$ cat src/rtl/uart_pkg.sv
// Shared definitions for the UART transmit scheduler: FSM encoding,
// baud-select width and default build parameters.
package uart_pkg;

    localparam int BAUD_SEL_W           = 3;
    localparam int CLK_FREQ             = 100_000_000;
    localparam int N_REQ_DEFAULT        = 4;
    localparam int BUSY_TIMEOUT_DEFAULT = 16;

    typedef enum logic [1:0] {
        ST_IDLE      = 2'd0,
        ST_START     = 2'd1,
        ST_WAIT_BUSY = 2'd2,
        ST_WAIT_DONE = 2'd3
    } sched_state_t;

endpackage

$ cat src/rtl/uart_tx_scheduler_if.sv
// Bundle of requester, transmitter and status signals around the scheduler.
// master = scheduler side, slave = requesters/transmitter side.
interface uart_tx_scheduler_if
    import uart_pkg::*;
#(
    parameter int N_REQ = N_REQ_DEFAULT
) ();

    localparam int ID_W = (N_REQ > 1) ? $clog2(N_REQ) : 1;

    logic [N_REQ-1:0]      req_valid;
    logic [8*N_REQ-1:0]    req_data;
    logic [N_REQ-1:0]      req_ready;
    logic [BAUD_SEL_W-1:0] cfg_baud_sel;
    logic [BAUD_SEL_W-1:0] baudrate_set;
    logic                  tx_start;
    logic [7:0]            tx_data;
    logic                  tx_busy;
    logic                  tx_done;
    logic [ID_W-1:0]       grant_id;
    logic                  err_timeout;
    logic [15:0]           frame_count;

    modport master (
        input  req_valid, req_data, cfg_baud_sel, tx_busy, tx_done,
        output req_ready, baudrate_set, tx_start, tx_data, grant_id,
               err_timeout, frame_count
    );

    modport slave (
        output req_valid, req_data, cfg_baud_sel, tx_busy, tx_done,
        input  req_ready, baudrate_set, tx_start, tx_data, grant_id,
               err_timeout, frame_count
    );

endinterface

$ cat src/rtl/uart_rr_pick.sv
// Combinational round-robin pick: the requester closest after last_grant
// (wrapping) wins; last_grant itself has the lowest priority.
module uart_rr_pick #(
    parameter int N_REQ = 4,
    parameter int ID_W  = 2
) (
    input  logic [N_REQ-1:0] req,
    input  logic [ID_W-1:0]  last,
    output logic             any,
    output logic [ID_W-1:0]  winner
);

    logic [ID_W:0]   sum;
    logic [ID_W-1:0] idx;

    // Walk offsets from farthest to nearest so the nearest valid request is written last.
    always_comb begin
        any    = 1'b0;
        winner = last;
        sum    = '0;
        idx    = '0;
        for (int k = N_REQ; k >= 1; k--) begin
            sum = {1'b0, last} + (ID_W+1)'(k);
            if (sum >= (ID_W+1)'(N_REQ)) begin
                sum = sum - (ID_W+1)'(N_REQ);
            end
            idx = sum[ID_W-1:0];
            if (req[idx]) begin
                any    = 1'b1;
                winner = idx;
            end
        end
    end

endmodule

$ cat src/rtl/uart_tx_scheduler.sv
// Round-robin scheduler sharing one UART transmitter among N_REQ requesters.
// Owns the transmitter baud select and only updates it between frames.
//
//   state        | meaning
//   -------------+-----------------------------------------------------
//   ST_IDLE      | track cfg baud, arbitrate pending requests
//   ST_START     | one-cycle tx_start / req_ready pulse, arm timeout
//   ST_WAIT_BUSY | wait for transmitter busy, abort on timeout
//   ST_WAIT_DONE | wait for end-of-frame pulse, count the frame
module uart_tx_scheduler
    import uart_pkg::*;
#(
    parameter int N_REQ        = N_REQ_DEFAULT,
    parameter int BUSY_TIMEOUT = BUSY_TIMEOUT_DEFAULT
) (
    input  logic                clk,
    input  logic                reset,
    uart_tx_scheduler_if.master bus
);

    localparam int ID_W = (N_REQ > 1) ? $clog2(N_REQ) : 1;
    localparam int TO_W = $clog2(BUSY_TIMEOUT + 1);

    sched_state_t          state, state_next;
    logic                  any_req;
    logic [ID_W-1:0]       winner;
    logic [ID_W-1:0]       last_grant;
    logic [7:0]            win_byte;
    logic [N_REQ-1:0]      win_onehot;
    logic                  timeout_hit;
    logic [TO_W-1:0]       to_cnt;

    logic [N_REQ-1:0]      req_ready_q;
    logic                  tx_start_q;
    logic [7:0]            tx_data_q;
    logic [BAUD_SEL_W-1:0] baud_q;
    logic [ID_W-1:0]       grant_q;
    logic                  err_q;
    logic [15:0]           frame_cnt;

    uart_rr_pick #(.N_REQ(N_REQ), .ID_W(ID_W)) u_pick (
        .req    (bus.req_valid),
        .last   (last_grant),
        .any    (any_req),
        .winner (winner)
    );

    // Winner's byte and accept vector, selected with constant slices.
    always_comb begin
        win_byte   = '0;
        win_onehot = '0;
        for (int i = 0; i < N_REQ; i++) begin
            if (winner == ID_W'(i)) begin
                win_byte      = bus.req_data[8*i +: 8];
                win_onehot[i] = 1'b1;
            end
        end
    end

    // Next-state logic; the timeout counter counts down to zero in WAIT_BUSY.
    always_comb begin
        state_next  = state;
        timeout_hit = 1'b0;
        case (state)
            ST_IDLE:      if (any_req) state_next = ST_START;
            ST_START:     state_next = ST_WAIT_BUSY;
            ST_WAIT_BUSY: begin
                if (bus.tx_busy) begin
                    state_next = ST_WAIT_DONE;
                end else if (to_cnt == '0) begin
                    timeout_hit = 1'b1;
                    state_next  = ST_IDLE;
                end
            end
            ST_WAIT_DONE: if (bus.tx_done) state_next = ST_IDLE;
            default:      state_next = ST_IDLE;
        endcase
    end

    // State register.
    always_ff @(posedge clk) begin
        if (reset) state <= ST_IDLE;
        else       state <= state_next;
    end

    // Registered outputs, grant history, timeout and frame counters.
    always_ff @(posedge clk) begin
        if (reset) begin
            req_ready_q <= '0;
            tx_start_q  <= 1'b0;
            tx_data_q   <= '0;
            baud_q      <= '0;
            grant_q     <= '0;
            last_grant  <= ID_W'(N_REQ - 1);
            err_q       <= 1'b0;
            frame_cnt   <= '0;
            to_cnt      <= '0;
        end else begin
            req_ready_q <= '0;
            tx_start_q  <= 1'b0;
            if (state == ST_IDLE) begin
                baud_q <= bus.cfg_baud_sel;
                if (any_req) begin
                    tx_data_q   <= win_byte;
                    grant_q     <= winner;
                    last_grant  <= winner;
                    tx_start_q  <= 1'b1;
                    req_ready_q <= win_onehot;
                end
            end
            // N-1 preload: zero is reached on the last of BUSY_TIMEOUT idle cycles.
            if (state == ST_START) begin
                to_cnt <= TO_W'(BUSY_TIMEOUT - 1);
            end else if (state == ST_WAIT_BUSY && !bus.tx_busy && to_cnt != '0) begin
                to_cnt <= to_cnt - 1'b1;
            end
            if (timeout_hit) err_q <= 1'b1;
            if (state == ST_WAIT_DONE && bus.tx_done) frame_cnt <= frame_cnt + 16'd1;
        end
    end

    assign bus.req_ready    = req_ready_q;
    assign bus.tx_start     = tx_start_q;
    assign bus.tx_data      = tx_data_q;
    assign bus.baudrate_set = baud_q;
    assign bus.grant_id     = grant_q;
    assign bus.err_timeout  = err_q;
    assign bus.frame_count  = frame_cnt;

endmodule

$ cat src/flat_wrapper.sv
// flat-port wrapper written by rule: the top's interface ports become plain ports
module uart_tx_scheduler_flat import uart_pkg::*;
#(
    parameter int N_REQ        = N_REQ_DEFAULT,
    parameter int BUSY_TIMEOUT = BUSY_TIMEOUT_DEFAULT
)
  (clk, reset, bus_req_valid, bus_req_data, bus_cfg_baud_sel, bus_tx_busy, bus_tx_done, bus_req_ready, bus_baudrate_set, bus_tx_start, bus_tx_data, bus_grant_id, bus_err_timeout, bus_frame_count);
  uart_tx_scheduler_if #(.N_REQ(N_REQ)) bus_i ();
  input  logic clk;
  input  logic reset;
  input wire logic [$bits(bus_i.req_valid)-1:0] bus_req_valid;
  input wire logic [$bits(bus_i.req_data)-1:0] bus_req_data;
  input wire logic [$bits(bus_i.cfg_baud_sel)-1:0] bus_cfg_baud_sel;
  input wire logic [$bits(bus_i.tx_busy)-1:0] bus_tx_busy;
  input wire logic [$bits(bus_i.tx_done)-1:0] bus_tx_done;
  output wire logic [$bits(bus_i.req_ready)-1:0] bus_req_ready;
  output wire logic [$bits(bus_i.baudrate_set)-1:0] bus_baudrate_set;
  output wire logic [$bits(bus_i.tx_start)-1:0] bus_tx_start;
  output wire logic [$bits(bus_i.tx_data)-1:0] bus_tx_data;
  output wire logic [$bits(bus_i.grant_id)-1:0] bus_grant_id;
  output wire logic [$bits(bus_i.err_timeout)-1:0] bus_err_timeout;
  output wire logic [$bits(bus_i.frame_count)-1:0] bus_frame_count;
  assign bus_i.req_valid = bus_req_valid;
  assign bus_i.req_data = bus_req_data;
  assign bus_i.cfg_baud_sel = bus_cfg_baud_sel;
  assign bus_i.tx_busy = bus_tx_busy;
  assign bus_i.tx_done = bus_tx_done;
  assign bus_req_ready = bus_i.req_ready;
  assign bus_baudrate_set = bus_i.baudrate_set;
  assign bus_tx_start = bus_i.tx_start;
  assign bus_tx_data = bus_i.tx_data;
  assign bus_grant_id = bus_i.grant_id;
  assign bus_err_timeout = bus_i.err_timeout;
  assign bus_frame_count = bus_i.frame_count;
  uart_tx_scheduler #(.N_REQ(N_REQ), .BUSY_TIMEOUT(BUSY_TIMEOUT)) u_core (.clk(clk), .reset(reset), .bus(bus_i));
endmodule
$ cat config.mk
export PLATFORM = sky130hd
export DESIGN_NAME = uart_tx_scheduler_flat
export DESIGN_NICKNAME = d
export VERILOG_FILES = /design/src/rtl/uart_pkg.sv /design/src/rtl/uart_tx_scheduler_if.sv /design/src/rtl/uart_rr_pick.sv /design/src/rtl/uart_tx_scheduler.sv /design/src/flat_wrapper.sv
export SDC_FILE = /design/constraint.sdc
export NUM_CORES = 1
export LEC_CHECK = 0
export BUFFER_PORTS_ARGS = -buffer_cell sky130_fd_sc_hd__buf_2
export CAP_MARGIN = 20
export CORE_MARGIN = 8
export CORE_UTILIZATION = 25
export DETAILED_ROUTE_END_ITERATION = 10
export PLACE_DENSITY = 0.46
export SETUP_SLACK_MARGIN = 0.15
export SLEW_MARGIN = 20
export SYNTH_ARGS = -nofsm -noshare
export SYNTH_HDL_FRONTEND = slang
export SYNTH_SLANG_ARGS = --single-unit
$ cat constraint.sdc
create_clock -name clk -period 2.23 [get_ports clk]
set_input_delay 0.446 -clock clk [delete_from_list [all_inputs] [get_ports clk]]
set_output_delay 0.446 -clock clk [all_outputs]
set_load 0.01 [all_outputs]
==> impl_metrics.csv, run 1 <==
group,metric,value,unit
final_layout,fin_nets,360,
sta,hold_violations,0,
clocking,htreeDepth,2,
yosys,yosysWarnings,0,
power_and_ir_drop,p_leak,1.14,nW
outcome,outcome,"finished, final reports clean",
global_route,grt_usage,10.3,%
clocking,ctsResizeCount,0,
detailed_routing,dr.pass1.iters,4,
yosys,netlist_area,2050,sq um
sta,fmax,0.533,GHz
yosys,synth-seq-area-share,43.0,%
setup_path,crit_arrival,2010,ps
detailed_routing,viasPerCell,4.56,
power_and_ir_drop,vdd_ir_drop_max,263,uV
sta,skew,6.87,ps
global_route,grt_first_pass_wirelength,9490,um
placed_design,port_buffers,77,
clocking,clkLatencyLatePin,290,ps
floorplanning,die_w,106,um
clocking,clk_path_buf_depth,2,
sta,drv_slew,0,
yosys,syn_inst,238,
detailed_routing,post_drt_wl_per_cell,13.9,um
setup_path,worstSetupStartpointType,"flop",
setup_path,cp-end-kind,"flop",
sta,min_period_over_period,84.2,%
sta,setup_violations,0,
min_path,hold_path.class,"primary input to flop",
min_path,min-delay-start,"bus_cfg_baud_sel[2]",
setup_path,r2r-start,"u_core.state[0]$_SDFFE_PP0P_",
setup_path,crit_type,"flop to flop",
detailed_routing,ant_nets,0,
detailed_routing,vias,1914,
final_layout,drive_above_1_share,31.5,%
floorplanning,fp.coreArea,8090,sq um
floorplanning,ios,78,
clocking,cts_hold_buf,0,
detailed_routing,drt_iter0_markers,56,
placed_design,place_inst,412,
final_layout,final_cells,420,
clocking,post_cts_buffers,0,
global_route,grt_pass1_vias,1843,
sta,worst_pin_slew,972,ps
setup_path,required,2360,ps
placed_design,hpwl,4510,um
sta,fin_crit,1880,ps
sta,finalSetupTns,0,ps
final_layout,nFillCells,923,
clocking,cts_tree,"yes",
floorplanning,dieHeight,106,um
yosys,yosysUniqueCellTypes,40,
sta,rsz0062_at_grt,"false",
yosys,synth-seq-cells,44,
power_and_ir_drop,p_per_area,855,nW/um^2
setup_path,crit_start,"u_core.state[0]$_SDFFE_PP0P_",
global_route,antenna_found_initial,0,
sta,relSlewSlack,34.8,%
detailed_routing,drc,0,
global_route,grt_overflow_total,0,
yosys,syn_avg_cell_area,8.60,sq um
clocking,cts_made_buffers,5,
global_route,grt_max_degree,25,
floorplanning,start_util,25.3,%
clocking,cts.clk_slew.worst_paths,80,ps
placed_design,globalplace.congestion,0.740,
yosys,syn-num-nets,284,
run,maxCapViolCount,0,
clocking,cts.sinks,44,
final_layout,area_growth,26.5,%
setup_path,crit_path_max_fanout,9,
floorplanning,die_area,11300,sq um
floorplanning,rows,33,
clocking,cts_root_buf,"clkbuf_8",
detailed_routing,wl,5850,um
[power by group]
group | internal, W | switching [W]
clock network | 0.000214 | 0.000262
registers | 0.000909 | 0.000100
logic | 0.000307 | 0.000421
[layout by cell type, fill, tap and decap left out, types with 6 or more instances in the layout]
master / count
o22ai_1: 6
nand2_1: 20
xor2_1: 12
nand2b_1: 6
nor3_1: 8
o21ai_0: 9
dfxtp_1: 44
buf_2: 77
o221ai_1: 7
or3_1: 6
nor2_1: 37
a21oi_1: 22
[logic make-up after synthesis]
logic type                 synth area share, %
AOI/OAI and AO/OA                         15.4
xor gates and xnor gates                  6.42
adders and majority gates                 1.83
buffers and inverters                     5.07
DFF                                       43.0
muxes                                     1.96
and+or+nand+nor                           26.3
[area by class of cell]
class,count,area (sq um),area share [%]
Multi-Input combinational cell,177,1060,41.0
Sequential cell,44,881,34.0
Timing Repair Buffer,81,415,16.0
Tap cell,105,131,5.07
Clock buffer,6,72.6,2.80
Inverter,5,18.8,0.725
Clock inverter,1,5.00,0.193
Antenna cell,1,2.50,0.0967
[worst max-delay path, cell delays in order (launching register included)]
cell	delay, ps
dfxtp_1	420
nor2_4	170
nand2b_1	100
nor4_2	460
nand2_1	280
o221ai_1	230
a21oi_1	60
[metrics by stage]
stage / area (sq um) / worst slack (ps) / power (W) / utilization (%) / hold WS, ps
final: 2590 / 352 / 0.00221 / 32.0 / 390
after global routing: 2590 / 155 / 0.00237 / 32.0 / 393
after CTS: 2590 / 322 / 0.00226 / 32.0 / 382
after detailed placement: 2510 / 198 / 0.00177 / 31.0 / 466
after global placement: 2510 / 215 / 0.00176 / 31.0 / 461
after floorplan: 2050 / 537 / 0.00153 / - / 498
[per-layer routing]
layer  global-route usage, %  up-vias  wire (um)
li1                        -      990          -
met1                    12.2      877       2580
met2                    17.0       42       2820
met3                    3.63        5        382
met4                    3.02        0         70
met5                       0        -          0
[state kept, by name, summed over array words and instances (netlist names)]
register / count
u_core.bus.baudrate_set: 3
u_core.bus.req_ready: 4
u_core.bus.grant_id: 2
u_core.bus.frame_count: 16
u_core.bus.tx_start: 1
u_core.bus.err_timeout: 1
u_core.bus.tx_data: 8
u_core.last_grant: 2
u_core.to_cnt: 5
u_core.state: 2
[Yosys cell counts, drive strengths merged]
| cell type | instances | area, sq um |
|---|---|---|
| o21ai | 9 | 45.0 |
| and3 | 4 | 26.3 |
| nand4 | 6 | 43.8 |
| and2 | 1 | 7.51 |
| inv | 5 | 18.8 |
| nor3 | 10 | 60.1 |
| xor2 | 12 | 105 |
| nor2b | 1 | 6.26 |
| o22ai | 6 | 37.5 |
| nor3b | 1 | 12.5 |
| buf | 8 | 70.1 |
| and4b | 1 | 10.0 |
| mux2i | 4 | 40.0 |
| a211o | 1 | 10.0 |
| nand3 | 3 | 15.0 |
| nand2 | 20 | 75.1 |
| o21a | 1 | 7.51 |
| a21oi | 24 | 128 |
| nor4b | 1 | 8.76 |
| clkbuf | 4 | 15.0 |
| ha | 3 | 37.5 |
| o21bai | 1 | 7.51 |
| nor4 | 3 | 31.3 |
| nand2b | 6 | 37.5 |
| o221ai | 7 | 61.3 |
| nor2 | 38 | 150 |
| xnor2 | 3 | 26.3 |
| nand3b | 1 | 7.51 |
| a31oi | 3 | 18.8 |
| dfxtp | 44 | 881 |
| or3 | 6 | 37.5 |
| and4 | 1 | 8.76 |
[final timing paths]
path | to | slack [ps] | cells past startpoint
worst max-delay path | u_core.bus.tx_data[3]$_SDFFE_PP0P_ | 350 | 6
worst max register to register | u_core.bus.tx_data[3]$_SDFFE_PP0P_ | 350 | 6
worst min register to register | u_core.bus.err_timeout$_SDFFE_PP0P_ | 480 | 2
worst min-delay path | u_core.bus.baudrate_set[2]$_SDFFE_PP0N_ | 390 | 3
Power figures use the tool's default switching activity.
==> run 2, diff against run 1 <==
--- a/config.mk
+++ b/config.mk
@@ -10,7 +10,7 @@
 export CORE_MARGIN = 8
 export CORE_UTILIZATION = 25
 export DETAILED_ROUTE_END_ITERATION = 10
-export PLACE_DENSITY = 0.46
+export PLACE_DENSITY = 0.48
 export SETUP_SLACK_MARGIN = 0.15
 export SLEW_MARGIN = 20
 export SYNTH_ARGS = -nofsm -noshare
==> constraint.sdc (replaced) <==
create_clock -name clk -period 1.65 [get_ports clk]
set_input_delay 0.33 -clock clk [delete_from_list [all_inputs] [get_ports clk]]
set_output_delay 0.33 -clock clk [all_outputs]
set_load 0.01 [all_outputs]
==> impl_metrics.csv, run 2 (same netlist as run 1, synthesis figures left out) <==
group,metric,value,unit
min_path,holdPathEnd,"u_core.bus.baudrate_set[2]$_SDFFE_PP0N_",
power_and_ir_drop,p_leak,1.39,nW
clocking,cts_made_buffers,5,
placed_design,place_ws,-156,ps
sta,fin_crit,1590,ps
final_layout,finalInstanceArea,3130,sq um
power_and_ir_drop,power_switching_share,34.6,%
setup_path,r2r-start,"u_core.last_grant[1]$_SDFFE_PP1P_",
power_and_ir_drop,p_sw,0.00123,W
floorplanning,ios,78,
setup_path,crit_path_max_fanout,7,
global_route,antenna_found_initial,0,
sta,fmax,0.630,GHz
placed_design,globalplace.congestion,0.775,
floorplanning,start_util,25.3,%
setup_path,cp_slowest_stage_delay,410,ps
sta,rsz0062_at_grt,"true",
global_route,grt_first_pass_wirelength,10100,um
final_layout,final_util,38.7,%
final_layout,drive_above_1_share,50.0,%
clocking,cts_tree,"yes",
global_route,grt_pass1_vias,2121,
detailed_routing,dr.pass1.iters,4,
setup_path,reg2reg_slack,60,ps
power_and_ir_drop,internal-power,0.00234,W
setup_path,cp_slowest_cell,"dfxtp_4",
final_layout,final_cells,453,
clocking,htreeDepth,2,
floorplanning,rows,33,
detailed_routing,drc,0,
sta,skew,7.65,ps
setup_path,worstSetupStartpointType,"flop",
setup_path,r2r_end,"u_core.bus.tx_data[1]$_SDFFE_PP0P_",
setup_path,crit_type,"flop to flop",
setup_path,required,1820,ps
power_and_ir_drop,combPwrFrac,40.0,%
min_path,hold_path.class,"primary input to flop",
setup_path,crit_chain,"nand2b_4 -> a21oi_4 -> buf_4 -> nor4_4 -> nand2_4 -> o221ai_2 -> a21oi_1",
power_and_ir_drop,p_per_area,1140,nW/um^2
sta,setup_ws,62.3,ps
floorplanning,fp.coreArea,8090,sq um
min_path,min-delay-start,"bus_cfg_baud_sel[2]",
clocking,cts_root_buf,"clkbuf_8",
run,maxCapViolCount,0,
sta,setup_violations,0,
setup_path,crit_arrival,1750,ps
detailed_routing,viasPerCell,4.60,
power_and_ir_drop,seqPwrFrac,38.9,%
sta,drv_slew,0,
detailed_routing,drt_iter0_markers,57,
placed_design,post_dp_cell_area,2810,sq um
outcome,outcome,"finished, final reports clean",
sta,finalSetupTns,0,ps
clocking,cts.clk_slew.worst_paths,90,ps
floorplanning,dieHeight,106,um
placed_design,place_inst,438,
clocking,clk_path_buf_depth,2,
global_route,grt_usage,10.8,%
final_layout,largest_register_ffs,16,
final_layout,area_growth,53.0,%
final_layout,fin_nets,393,
clocking,clkLatencyLatePin,300,ps
detailed_routing,post_drt_wl_per_cell,13.6,um
floorplanning,die_area,11300,sq um
power_and_ir_drop,clockPowerShare,21.1,%
sta,relSlewSlack,61.0,%
sta,worst_pin_slew,584,ps
min_path,whs_path_depth,3,
final_layout,final_cell_mix,"buf_2, dfxtp_1, nor2_1, buf_4, a21oi_1",
detailed_routing,ant_nets,0,
global_route,grt_max_degree,31,
setup_path,cp-end-kind,"flop",
final_layout,n_antenna_cell,0,
detailed_routing,vias,2082,
placed_design,port_buffers,77,
detailed_routing,wl,6150,um
floorplanning,die_w,106,um
sta,min_period_over_period,96.2,%
setup_path,r2r.worst_path.cells,7,
final_layout,layout_commonest_cell,"buf_2",
global_route,grt_overflow_total,0,
power_and_ir_drop,vdd_ir_drop_max,331,uV
sta,hold_violations,0,
placed_design,hpwl,4710,um
clocking,cts.sinks,44,
[run 2: cell count changes in the layout (fill, tap and decap cells not counted), sizes merged]
cell	change
clkbuf	+2
clkinv	-1
buf	+33
diode	-1
[run 2: worst max-delay path by stage]
stage / slack, ps / depth (start not counted) / start / to
2_1_floorplan: 70 / 7 / u_core.last_grant[1]$_SDFFE_PP1P_ / u_core.bus.tx_data[5]$_SDFFE_PP0P_
3_3_place_gp: -150 / 7 / bus_req_valid[3] / u_core.bus.tx_data[1]$_SDFFE_PP0P_
3_5_place_dp: -160 / 7 / bus_req_valid[0] / u_core.bus.tx_data[2]$_SDFFE_PP0P_
4_1_cts: 40 / 7 / u_core.last_grant[1]$_SDFFE_PP1P_ / u_core.bus.tx_data[5]$_SDFFE_PP0P_
5_1_grt: -20 / 7 / u_core.last_grant[1]$_SDFFE_PP1P_ / u_core.bus.tx_data[1]$_SDFFE_PP0P_
6_report: 60 / 7 / u_core.last_grant[1]$_SDFFE_PP1P_ / u_core.bus.tx_data[1]$_SDFFE_PP0P_
[run 2: power by group through the flow]
stage	logic (W)	clock network, W	registers [W]
after global placement	0.00123	0	0.00140
after detailed placement	0.00123	0	0.00140
after floorplan	0.000765	0	0.00142
after CTS	0.00134	0.000788	0.00138
after global routing	0.00159	0.000838	0.00142
final	0.00143	0.000753	0.00139
[run 2: worst max-delay path, delay by kind of cell, from the launching register on]
kind	cells	cell delay, ps
buffers and inverters	1	140
AOI/OAI and AO/OA	3	280
DFF	1	410
and+or+nand+nor	3	620
[run 2: cell type report]
| cell class | instances | area (sq um) |
|---|---|---|
| fill | 869 | 4960 |
| clock buffer | 8 | 100 |
| sequential | 44 | 895 |
| timing repair buffer | 114 | 687 |
| tap | 105 | 131 |
| inverter | 5 | 18.8 |
| multi-input combinational | 177 | 1300 |
[run 2: per-layer routing]
metal	GRT usage, %	vias to the layer above	share of wire (%)	wire (um)
li1	-	1062	-	-
met1	13.9	928	47	2890
met2	16.2	85	41	2530
met3	4.30	7	11	658
met4	3.32	0	1.1	68
met5	0	-	0	0
[run 2: per-stage QoR]
step | total power, W | hold WS [ps]
2_1_floorplan | 0.00218 | 426
3_3_place_gp | 0.00263 | 450
3_5_place_dp | 0.00263 | 484
4_1_cts | 0.00351 | 249
5_1_grt | 0.00384 | 275
6_report | 0.00357 | 262
[run 2: what timing repair did]
action                     4_1_cts  5_1_grt
hold buffers                     0        0
pin swaps                        2       15
setup endpoints to repair       24       25
hold endpoints to repair         0        0
gates resized for setup         17       25
buffers inserted                 4        3
==> run 3, diff against run 2 <==
--- a/config.mk
+++ b/config.mk
@@ -7,6 +7,7 @@
 export LEC_CHECK = 0
 export BUFFER_PORTS_ARGS = -buffer_cell sky130_fd_sc_hd__buf_2
 export CAP_MARGIN = 20
+export CORE_ASPECT_RATIO = 1.75
 export CORE_MARGIN = 8
 export CORE_UTILIZATION = 25
 export DETAILED_ROUTE_END_ITERATION = 10
==> impl_metrics.csv, run 3 (same netlist as run 1, synthesis figures left out) <==
group,metric,value,unit
sta,setup_violations,0,
setup_path,crit_start,"u_core.last_grant[1]$_SDFFE_PP1P_",
final_layout,area_growth,56.4,%
clocking,cts_hold_buf,0,
sta,relSlewSlack,57.3,%
final_layout,layout_commonest_cell,"buf_2",
detailed_routing,dr.pass1.iters,4,
setup_path,cp-end-kind,"flop",
global_route,antenna_found_initial,0,
outcome,outcome,"finished, final reports clean",
setup_path,r2r-start,"u_core.last_grant[1]$_SDFFE_PP1P_",
run,maxCapViolCount,0,
floorplanning,die_w,84.4,um
power_and_ir_drop,p_per_area,1250,nW/um^2
final_layout,drive_above_1_share,51.0,%
detailed_routing,drt_iter0_markers,47,
detailed_routing,wl_met2,3480,um
sta,skew,2.53,ps
floorplanning,rows,43,
clocking,cts.sinks,44,
floorplanning,die_area,11500,sq um
setup_path,required,1830,ps
detailed_routing,drc,0,
detailed_routing,drt-met1-wl,2620,um
setup_path,worstSetupStartpointType,"flop",
setup_path,cp_slowest_stage_delay,380,ps
sta,fin_crit,1610,ps
min_path,min-delay-start,"bus_cfg_baud_sel[1]",
setup_path,crit_path_max_fanout,7,
sta,drv_slew,0,
final_layout,largest_register_ffs,16,
floorplanning,dieHeight,136,um
global_route,grt_pass1_vias,2035,
placed_design,hpwl,5140,um
setup_path,crit_arrival,1790,ps
placed_design,port_buffers,77,
detailed_routing,viasPerCell,4.78,
global_route,grt_usage,11.4,%
final_layout,fin_nets,394,
setup_path,cp_slowest_cell,"dfxtp_4",
sta,rsz0062_at_grt,"true",
setup_path,crit_chain,"nor3b_4 -> nor3_4 -> buf_6 -> nand2b_4 -> or3_1 -> and4b_1",
final_layout,n_antenna_cell,0,
clocking,clk_path_buf_depth,2,
sta,whs,288,ps
floorplanning,ios,78,
min_path,hold_path.class,"primary input to flop",
detailed_routing,ant_nets,0,
sta,worst_pin_slew,638,ps
detailed_routing,top_layer_used,"met4",
floorplanning,start_util,25.7,%
final_layout,final_util,40.2,%
detailed_routing,post_drt_wl_per_cell,15.2,um
setup_path,crit_type,"flop to flop",
sta,fmax,0.621,GHz
global_route,grt_first_pass_wirelength,10200,um
detailed_routing,wl_met3,428,um
clocking,cts_root_buf,"clkbuf_16",
clocking,clkLatencyLatePin,280,ps
global_route,grt_overflow_total,0,
final_layout,final_cell_mix,"buf_2, dfxtp_1, nor2_1, buf_4, a21oi_1",
sta,min_period_over_period,97.6,%
power_and_ir_drop,p_leak,1.44,nW
power_and_ir_drop,vdd_ir_drop_max,491,uV
clocking,htreeDepth,2,
clocking,cts.clk_slew.worst_paths,60,ps
placed_design,globalplace.congestion,0.745,
clocking,cts_tree,"yes",
clocking,cts_made_buffers,5,
sta,hold_violations,0,
detailed_routing,wl,6690,um
global_route,grt_max_degree,28,
floorplanning,fp.coreArea,7960,sq um
detailed_routing,vias,2097,
[run 3: layout make-up]
cell class | instances | area [sq um]
timing repair buffer | 115 | 691
sequential | 44 | 898
clock inverter | 3 | 42.5
fill | 819 | 4760
inverter | 5 | 18.8
tap | 90 | 113
clock buffer | 5 | 125
multi-input combinational | 177 | 1310
[run 3: repair_timing]
action,CTS,global route
setup buffers,0,4
resized for setup,15,29
endpoints found under the setup margin,24,21
pin swaps,2,9
[run 3: worst max-delay path, delay by kind of cell, from the launching register on]
kind          cells  cell delay [ps]
buf+inv           1              130
simple gates      5              990
flops             1              380
[run 3: per-stage QoR]
stage / power (W) / TNS [ps] / cells / area [sq um] / setup slack [ps]
floorplan: 0.00218 / 0 / 238 / 2150 / 66.1
detailed placement: 0.00267 / -2050 / 427 / 2820 / -226
CTS: 0.00390 / 0 / 435 / 3050 / 40.7
finish: 0.00399 / 0 / 439 / 3200 / 40.1
global route: 0.00423 / -81.4 / 439 / 3200 / -40.8
global placement: 0.00266 / -1750 / 427 / 2820 / -191
[run 3: routing by layer]
layer / vias to the layer above / GRT usage [%]
met2: 57 / 19.9
met4: 0 / 4.79
met3: 11 / 3.89
met1: 971 / 12.1
li1: 1058 / -
met5: - / 0
[run 3: where the power goes]
group          internal [W]  switching, W  total, W
registers           0.00125      0.000148   0.00139
logic              0.000701      0.000758   0.00146
clock network      0.000712      0.000430   0.00114
[run 3: final timing paths]
kind	to	depth (start not counted)	slack (ps)
max	u_core.bus.tx_data[5]$_SDFFE_PP0P_	6	40
min	u_core.bus.baudrate_set[1]$_SDFFE_PP0N_	3	290
max reg2reg	u_core.bus.tx_data[5]$_SDFFE_PP0P_	6	40
min reg2reg	u_core.bus.baudrate_set[2]$_SDFFE_PP0N_	2	480
